$ cat src/rtl/mpa_pkg.sv
// Shared types for the multi-channel DDS phase accumulator.
package mpa_pkg;

    localparam int unsigned PHASE_WIDTH_DEF  = 32;
    localparam int unsigned NUM_CHANNELS_DEF = 8;

    typedef enum logic [1:0] {
        CFG_FREQ       = 2'd0,
        CFG_PHASE_SET  = 2'd1,
        CFG_GLIDE_STEP = 2'd2
    } cfg_sel_e;

    typedef enum logic {
        IDLE  = 1'b0,
        SWEEP = 1'b1
    } mpa_state_e;

endpackage

$ cat src/rtl/mpa_glide_slew.sv
// Combinational portamento: moves a frequency word toward its target by one step, clamped.
module mpa_glide_slew #(
    parameter int unsigned PHASE_WIDTH = 32
) (
    input  logic [PHASE_WIDTH-1:0] freq_i,
    input  logic [PHASE_WIDTH-1:0] target_i,
    input  logic [PHASE_WIDTH-1:0] step_i,
    output logic [PHASE_WIDTH-1:0] freq_next_o
);

    always_comb begin
        freq_next_o = target_i;
        // A zero step means jump straight to the target.
        if (step_i != '0) begin
            if (freq_i < target_i) begin
                if ((target_i - freq_i) > step_i) begin
                    freq_next_o = freq_i + step_i;
                end
            end else if (freq_i > target_i) begin
                if ((freq_i - target_i) > step_i) begin
                    freq_next_o = freq_i - step_i;
                end
            end
        end
    end

endmodule

$ cat src/rtl/multi_channel_phase_accumulator.sv
// Time-multiplexed N-voice DDS phase accumulator sharing one adder across all channels.
// Define MPA_GLIDE_EN to add per-voice frequency glide (target/step registers).
module multi_channel_phase_accumulator
    import mpa_pkg::*;
#(
    parameter int unsigned  PHASE_WIDTH  = PHASE_WIDTH_DEF,
    parameter int unsigned  NUM_CHANNELS = NUM_CHANNELS_DEF,
    localparam int unsigned CH_W         = $clog2(NUM_CHANNELS)
) (
    input  logic                   clk,
    input  logic                   rst_active_high,
    input  logic                   sample_tick,
    input  logic                   cfg_we,
    input  logic [1:0]             cfg_sel,
    input  logic [CH_W-1:0]        cfg_ch,
    input  logic [PHASE_WIDTH-1:0] cfg_data,
    output logic                   phase_valid,
    output logic [CH_W-1:0]        phase_ch,
    output logic [PHASE_WIDTH-1:0] phase_out,
    output logic                   phase_wrap,
    output logic                   sweep_done,
    output logic                   overrun
);

    mpa_state_e             state_q, state_d;
    logic [CH_W-1:0]        idx_q, idx_d;
    logic [PHASE_WIDTH-1:0] phase_q [NUM_CHANNELS];
    logic [PHASE_WIDTH-1:0] phase_d [NUM_CHANNELS];
    logic [PHASE_WIDTH-1:0] freq_q  [NUM_CHANNELS];
    logic [PHASE_WIDTH-1:0] freq_d  [NUM_CHANNELS];

    logic                   valid_q, valid_d;
    logic [CH_W-1:0]        ch_q, ch_d;
    logic [PHASE_WIDTH-1:0] out_q, out_d;
    logic                   wrap_q, wrap_d;
    logic                   done_q, done_d;
    logic                   overrun_q, overrun_d;

    logic [PHASE_WIDTH:0]   acc_sum;
    logic                   cfg_hit;

`ifdef MPA_GLIDE_EN
    logic [PHASE_WIDTH-1:0] target_q [NUM_CHANNELS];
    logic [PHASE_WIDTH-1:0] target_d [NUM_CHANNELS];
    logic [PHASE_WIDTH-1:0] step_q   [NUM_CHANNELS];
    logic [PHASE_WIDTH-1:0] step_d   [NUM_CHANNELS];
    logic [PHASE_WIDTH-1:0] slew_freq;

    mpa_glide_slew #(
        .PHASE_WIDTH (PHASE_WIDTH)
    ) u_glide (
        .freq_i      (freq_q[idx_q]),
        .target_i    (target_q[idx_q]),
        .step_i      (step_q[idx_q]),
        .freq_next_o (slew_freq)
    );
`endif

    // The single shared adder, steered by the sweep index.
    assign acc_sum = {1'b0, phase_q[idx_q]} + {1'b0, freq_q[idx_q]};
    assign cfg_hit = cfg_we && (32'(cfg_ch) < NUM_CHANNELS);

    always_comb begin
        state_d   = state_q;
        idx_d     = idx_q;
        phase_d   = phase_q;
        freq_d    = freq_q;
        valid_d   = 1'b0;
        done_d    = 1'b0;
        ch_d      = ch_q;
        out_d     = out_q;
        wrap_d    = wrap_q;
        overrun_d = overrun_q;
`ifdef MPA_GLIDE_EN
        target_d  = target_q;
        step_d    = step_q;
`endif

        unique case (state_q)
            IDLE: begin
                if (sample_tick) begin
                    state_d = SWEEP;
                    idx_d   = '0;
                end
            end
            SWEEP: begin
                if (sample_tick) begin
                    overrun_d = 1'b1;
                end
                phase_d[idx_q] = acc_sum[PHASE_WIDTH-1:0];
                valid_d        = 1'b1;
                ch_d           = idx_q;
                out_d          = acc_sum[PHASE_WIDTH-1:0];
                wrap_d         = acc_sum[PHASE_WIDTH];
`ifdef MPA_GLIDE_EN
                freq_d[idx_q]  = slew_freq;
`endif
                if (idx_q == CH_W'(NUM_CHANNELS - 1)) begin
                    state_d = IDLE;
                    idx_d   = '0;
                    done_d  = 1'b1;
                end else begin
                    idx_d = idx_q + CH_W'(1);
                end
            end
            default: state_d = IDLE;
        endcase

        // Config writes land after the slot update so a note-on overrides the accumulate.
        if (cfg_hit) begin
            case (cfg_sel_e'(cfg_sel))
                CFG_FREQ: begin
`ifdef MPA_GLIDE_EN
                    target_d[cfg_ch] = cfg_data;
`else
                    freq_d[cfg_ch] = cfg_data;
`endif
                end
                CFG_PHASE_SET: begin
                    phase_d[cfg_ch] = cfg_data;
                    if ((state_q == SWEEP) && (cfg_ch == idx_q)) begin
                        out_d  = cfg_data;
                        wrap_d = 1'b0;
                    end
                end
                CFG_GLIDE_STEP: begin
`ifdef MPA_GLIDE_EN
                    step_d[cfg_ch] = cfg_data;
`endif
                end
                default: begin
                end
            endcase
        end
    end

    always_ff @(posedge clk or posedge rst_active_high) begin
        if (rst_active_high) begin
            state_q   <= IDLE;
            idx_q     <= '0;
            valid_q   <= 1'b0;
            ch_q      <= '0;
            out_q     <= '0;
            wrap_q    <= 1'b0;
            done_q    <= 1'b0;
            overrun_q <= 1'b0;
            for (int i = 0; i < int'(NUM_CHANNELS); i++) begin
                phase_q[i]  <= '0;
                freq_q[i]   <= '0;
`ifdef MPA_GLIDE_EN
                target_q[i] <= '0;
                step_q[i]   <= '0;
`endif
            end
        end else begin
            state_q   <= state_d;
            idx_q     <= idx_d;
            valid_q   <= valid_d;
            ch_q      <= ch_d;
            out_q     <= out_d;
            wrap_q    <= wrap_d;
            done_q    <= done_d;
            overrun_q <= overrun_d;
            phase_q   <= phase_d;
            freq_q    <= freq_d;
`ifdef MPA_GLIDE_EN
            target_q  <= target_d;
            step_q    <= step_d;
`endif
        end
    end

    assign phase_valid = valid_q;
    assign phase_ch    = ch_q;
    assign phase_out   = out_q;
    assign phase_wrap  = wrap_q;
    assign sweep_done  = done_q;
    assign overrun     = overrun_q;

endmodule

$ cat config.mk
export PLATFORM = sky130hd
export DESIGN_NAME = multi_channel_phase_accumulator
export DESIGN_NICKNAME = d
export VERILOG_FILES = /design/src/rtl/mpa_pkg.sv /design/src/rtl/mpa_glide_slew.sv /design/src/rtl/multi_channel_phase_accumulator.sv
export SDC_FILE = /design/constraint.sdc
export NUM_CORES = 2
export LEC_CHECK = 0
export BUFFER_PORTS_ARGS = -buffer_cell sky130_fd_sc_hd__buf_4
export CAP_MARGIN = 10
export CORE_ASPECT_RATIO = 0.75
export CORE_MARGIN = 1.5
export CORE_UTILIZATION = 42
export DETAILED_ROUTE_END_ITERATION = 8
export GPL_ROUTABILITY_DRIVEN = 0
export PLACE_DENSITY = 0.53
export SYNTH_ARGS = -nofsm -noshare
export SYNTH_HDL_FRONTEND = slang
export SYNTH_SLANG_ARGS = --single-unit
$ cat constraint.sdc
create_clock -name clk -period 20.8 [get_ports clk]
set_input_delay 2.08 -clock clk [delete_from_list [all_inputs] [get_ports clk]]
set_output_delay 2.08 -clock clk [all_outputs]
set_load 0.005 [all_outputs]
* Yosys cells after proc, flatten, opt, wreduce, memory -nomap -nowiden *
Index checks and enable logic that the tools add are counted.

word-level totals
  register bits = 555
  latch bits = 0
  bits in writable memories = 0
  bits in read-only memories = 0
  input port bits = 41
  output and inout bits = 39
  word-level logic and storage cells = 76
  memories kept = 0

operators by class
  $add $sub $neg = 2
  multipliers = 0
  div/mod/pow operators = 0
  $lt $le $gt $ge = 4
  equality and inequality tests = 4
  shift operators = 0
  multiplexer cells = 33
  bitwise gates (word level) = 3
  reductions and logical operators = 6

operator list
  cell                   number
  $bwmux W256            3
  $mux W256              3
  $mux W32               10
  $bmux W32 S3           2
  $demux W32 S3          2
  $add A32 B32 Y33       1
  $mux W1                9
  $ge A4 B4 Y1 const B   2
  $lt A4 B1 Y1 const B   2
  $not A3 Y4             2
  $mux W3                2
  $pmux W3 S2            1
  $reduce_and A2 Y1      2
  $add A3 B1 Y3 const B  1
  $eq A3 B3 Y1           1
  $eq A3 B3 Y1 const B   1
  $logic_and A1 B1 Y1    3
  $eq A2 B1 Y1 const B   1
  $logic_not A2 Y1       1
  $ne A2 B2 Y1 const B   1
  $pmux W1 S2            1
  $not A1 Y1             1

* Depth between registers and ports, before layout *
  depth after elaboration = 10
  gate-level depth with buffers = 17
  mapped depth without buffers = 13

* Worst setup path after synthesis *
OpenSTA, ideal clock, no wires.

  path type = register -> register
  start point = register idx_q[0]
  end point = register phase_q[120] in the netlist's numbering
  library setup time = 0.118 ns
  arrival = 4.260 ns
  data required time = 20.682 ns
  path slack = 16.421 ns
  cell stages (with the launch flop) = 17
  path buffers = 3
  clock period less this slack = 4.379 ns
  path through = dfrtp_1 clkbuf_1 clkbuf_1 buf_1 mux4_2 mux2_2 ha_1 inv_1 fa_1 nand2b_1 a21oi_2 o41ai_4 o21ai_2 a21o_1 a311oi_4 a211oi_1 a21o_1

RTL lines
  item                    RTL line                                text
  from (decl)             multi_channel_phase_accumulator.sv:26   logic [CH_W-1:0] idx_q, idx_d;
  from (signal assigned)  multi_channel_phase_accumulator.sv:157  idx_q <= idx_d;
  to (signal assigned)    multi_channel_phase_accumulator.sv:164  phase_q <= phase_d;
  to (decl)               multi_channel_phase_accumulator.sv:27   logic [PHASE_WIDTH-1:0] phase_q [NUM_CHANNELS];

==> reports/qor.tcl <==
set qor(starting_utilization_of_the_core_area_pct) 42.51
set qor(rrSetupSlack_ps) 14330
set qor(most_frequent_cells_in_the_layout) {551 x sky130_fd_sc_hd__dfrtp_1, 321 x sky130_fd_sc_hd__mux2_2, 269 x sky130_fd_sc_hd__nand2_1}
set qor(core.rowCount) 83
set qor(critical_path.cell_chain) {buf_4 -> buf_4 -> mux4_2 -> mux2_2 -> ha_1 -> a21oi_1 -> o21ai_0 -> a2111oi_0 -> nand2_1 -> a311oi_2 -> mux2i_1 -> nand3_1}
set qor(maxSlewHeadroom_pct) 8.990
set qor(cts_max_path_buffers) 3
set qor(cp.required_ps) 21310
set qor(via_count_of_the_first_global_routing_pass) 22050
set qor(cpPeakStageDelay_ps) 1060
set qor(setup_viol_count_final) 0
set qor(num-fill-cells) 6206
set qor(dr_total_vias) 22300
set qor(totalNegativeSetupSlack_ps) 0
set qor(yosys.area.top_type) {sky130_fd_sc_hd__dfrtp_1}
set qor(ys_ff_latch) 555
set qor(ys.warnings.count) 0
set qor(grt_start_max_net_pins) 174
set qor(cts_inserted_buffers) 57
set qor(grt_pass1_wl_mm) 146.6
set qor(multi_input_comb_area_um2) 14420
set qor(critPathLaunchType) {register}
set qor(cp-end-kind) {register}
set qor(cts-resized-gates) 0
set qor(routed_wl_mm) 97.83
set qor(critical_path.endpoint) {phase_q[93]$_DFF_PP0_}
set qor(area_of_the_die_um2) 70980
set qor(route.detailed.wl_per_inst_um) 27.26
set qor(arrival_ps) 6980
set qor(clock_sink_count) 555
set qor(syn_avg_cell_area_um2) 10.81
set qor(ff_latch_area_um2) 13900
set qor(commonest_non_fill_non_tap_cell_in_the_layout) {sky130_fd_sc_hd__dfrtp_1}
set qor(antenna_violating_nets_post_route) 0
set qor(synth_top_area_share_pct) 47.66
set qor(cts-hold-fix-buffers) 0
set qor(fp.dieW_um) 307.1
set qor(finalNetCount) 2725
set qor(ctsRootBufferMaster) {sky130_fd_sc_hd__clkbuf_16}
set qor(core_region_area_um2) 68540
set qor(synth-edff-count) 0
set qor(tritoncts) {yes}
set qor(primary_ff_master_synth) {sky130_fd_sc_hd__dfrtp_1}
set qor(drc_errors) 0
set qor(drv_slew) 0
set qor(port_buffers) 79
set qor(maxCapViolCount) 0
set qor(cpMostUsedCell) {sky130_fd_sc_hd__buf_4}
set qor(start_to_end_type_of_the_worst_setup_path) {register to register}
set qor(ff2ff_path_depth) 12
set qor(synth_top_cells_by_area) {sky130_fd_sc_hd__dfrtp_1 48%, sky130_fd_sc_hd__mux2_2 12%, sky130_fd_sc_hd__mux4_2 9.9%}
set qor(hp-class) {register to register}
set qor(endpoints_failing_hold) 0
set qor(pin_count) 80
set qor(syn_nets) 2772
set qor(antenna_violations_before_repair) 4
set qor(drt-pass1-iter-count) 5
set qor(period_minus_slack_ps) 6471
set qor(static-leakage-power_nw) 13.99
set qor(htree_num_levels) 2
set qor(grt_setup_unrepaired) {false}
set qor(power_density_nw_per_um2) 189.1
set qor(ys_types) 65
set qor(die_h_um) 231.1
set qor(reg2reg_to) {phase_q[93]$_DFF_PP0_}
set qor(gr-total-overflow) 0
set qor(starting_drt_drc_count) 2567
set qor(worstSkewPairLatency_ps) 660
set qor(cell_with_the_largest_stage_delay_on_the_worst_path) {sky130_fd_sc_hd__a311oi_2}
set qor(hold_path_depth) 1
set qor(clkSlewWorstSetupHoldPaths_ps) 60
set qor(hpwlAfterDp_mm) 58.77
set qor(layout_worst_path_cycle_share_pct) 31.11
set qor(timing_worst_slew_pin_value_ps) 1358
set qor(postLayoutCoreUtil_pct) 47.47
set qor(synthCells) 2696
set qor(status) {finished, final reports clean}
set qor(cp-startpoint) {idx_q[0]$_DFFE_PP0P_}
set qor(crit-reg2reg-launch) {idx_q[0]$_DFFE_PP0P_}
set qor(drive_above_1_share_pct) 27.76
set qor(highest_clock_rate_mhz) 154.5
set qor(mappedNetlistArea_um2) 29140
set qor(async_flop_share_pct) 100.0
set qor(post_cts.repair.setup_buffers) 0
set qor(grtUsageTotal_pct) 27.66
set qor(vias_per_cell) 6.213
set qor(synth_seq_area_share_pct) 47.66
set qor(timing.clock.skew_ps) 37.36
set qor(max-vdd-ir-drop_v) 0.00009995
set qor(critical_path_peak_fanout) 44
set qor(synthToLayoutAreaGrowth_pct) 11.65
[Yosys cell counts (15+ instances only)]
cell and n:
sky130_fd_sc_hd__mux4_2 128, sky130_fd_sc_hd__a31oi_1 60, sky130_fd_sc_hd__clkbuf_1 192, sky130_fd_sc_hd__nor2_1 215, sky130_fd_sc_hd__nand2_1 279, sky130_fd_sc_hd__buf_1 39, sky130_fd_sc_hd__or3_1 15, sky130_fd_sc_hd__mux2i_1 32
sky130_fd_sc_hd__and3_1 44, sky130_fd_sc_hd__a21o_1 18, sky130_fd_sc_hd__mux2_2 321, sky130_fd_sc_hd__a21oi_1 197, sky130_fd_sc_hd__nor3_1 28, sky130_fd_sc_hd__nand3_1 167, sky130_fd_sc_hd__dfrtp_1 555, sky130_fd_sc_hd__ha_1 34
sky130_fd_sc_hd__o21a_1 31, sky130_fd_sc_hd__o21ai_0 144
[cell type report]
class,instances,area share [%]
multi-input cells,1885,44.32
clock buffers,80,5.180
diodes,2,0.01538
clock inverters,25,0.9691
inverters,14,0.1846
repair buffers,136,3.177
well taps,892,3.430
flip-flops and latches,555,42.73
[metrics by stage]
stage | power, mW | std cells | instance area [um2] | hold WS [ps] | setup slack [ps]
final | 6.152 | 3589 | 32540 | 467.0 | 14330
after global routing | 6.528 | 3588 | 32530 | 504.4 | 13830
after CTS | 6.112 | 3587 | 32530 | 476.4 | 14350
after detailed placement | 4.990 | 3482 | 30530 | 462.1 | 14370
after global placement | 4.916 | 3482 | 30530 | 443.1 | 14340
after floorplan | 3.992 | 2696 | 29140 | 451.0 | 3201
[sequential cells by signal (all words and copies together) (netlist names)]
name	flops
phase_q	256
freq_q	256
state_q	1
phase_out	32
overrun	1
phase_ch	3
sweep_done	1
phase_wrap	1
idx_q	3
phase_valid	1
[layer usage]
layer,up-vias,global-route usage [%],routed length (um)
li1,9664,-,-
met1,11380,40.41,43850
met2,1087,40.41,41720
met3,166,7.297,9846
met4,2,7.666,2394
met5,-,0,12
[where the power goes]
group | switching (mW) | leakage (nW) | internal [mW] | total (mW)
registers | 0.251 | 6.88 | 1.47 | 1.72
logic | 2.02 | 6.13 | 1.30 | 3.32
clock network | 0.457 | 0.989 | 0.650 | 1.11
total | 2.73 | 14.0 | 3.42 | 6.15
[cell families (layout without fill, tap and decap cells)]
kind of cell | after synthesis | count (layout) | synth area share (%)
simple gates | 799 | 799 | 12.12
other cells | 0 | 2 | 0
xor+xnor | 25 | 25 | 0.7514
flops | 555 | 555 | 47.66
compound gates | 545 | 545 | 11.19
mux | 481 | 481 | 23.40
fa+ha+maj | 35 | 35 | 1.529
buf+inv | 256 | 255 | 3.353
[critical path: cells and delay by family (launching register included)]
kind / cells / cell delay (ps)
AOI/OAI and AO/OA: 4 / 1930
buffers and inverters: 2 / 1570
muxes: 3 / 1200
DFF: 1 / 760
adders and majority gates: 1 / 410
and+or+nand+nor: 2 / 340
[worst min path at each step]
stage,from,to,slack (ps)
floorplan,overrun$_DFFE_PP0P_,overrun$_DFFE_PP0P_,450
global placement,overrun$_DFFE_PP0P_,overrun$_DFFE_PP0P_,440
detailed placement,overrun$_DFFE_PP0P_,overrun$_DFFE_PP0P_,460
CTS,overrun$_DFFE_PP0P_,overrun$_DFFE_PP0P_,480
global route,overrun$_DFFE_PP0P_,overrun$_DFFE_PP0P_,500
finish,overrun$_DFFE_PP0P_,overrun$_DFFE_PP0P_,470
Note: power is estimated with default switching activity, not from simulation.
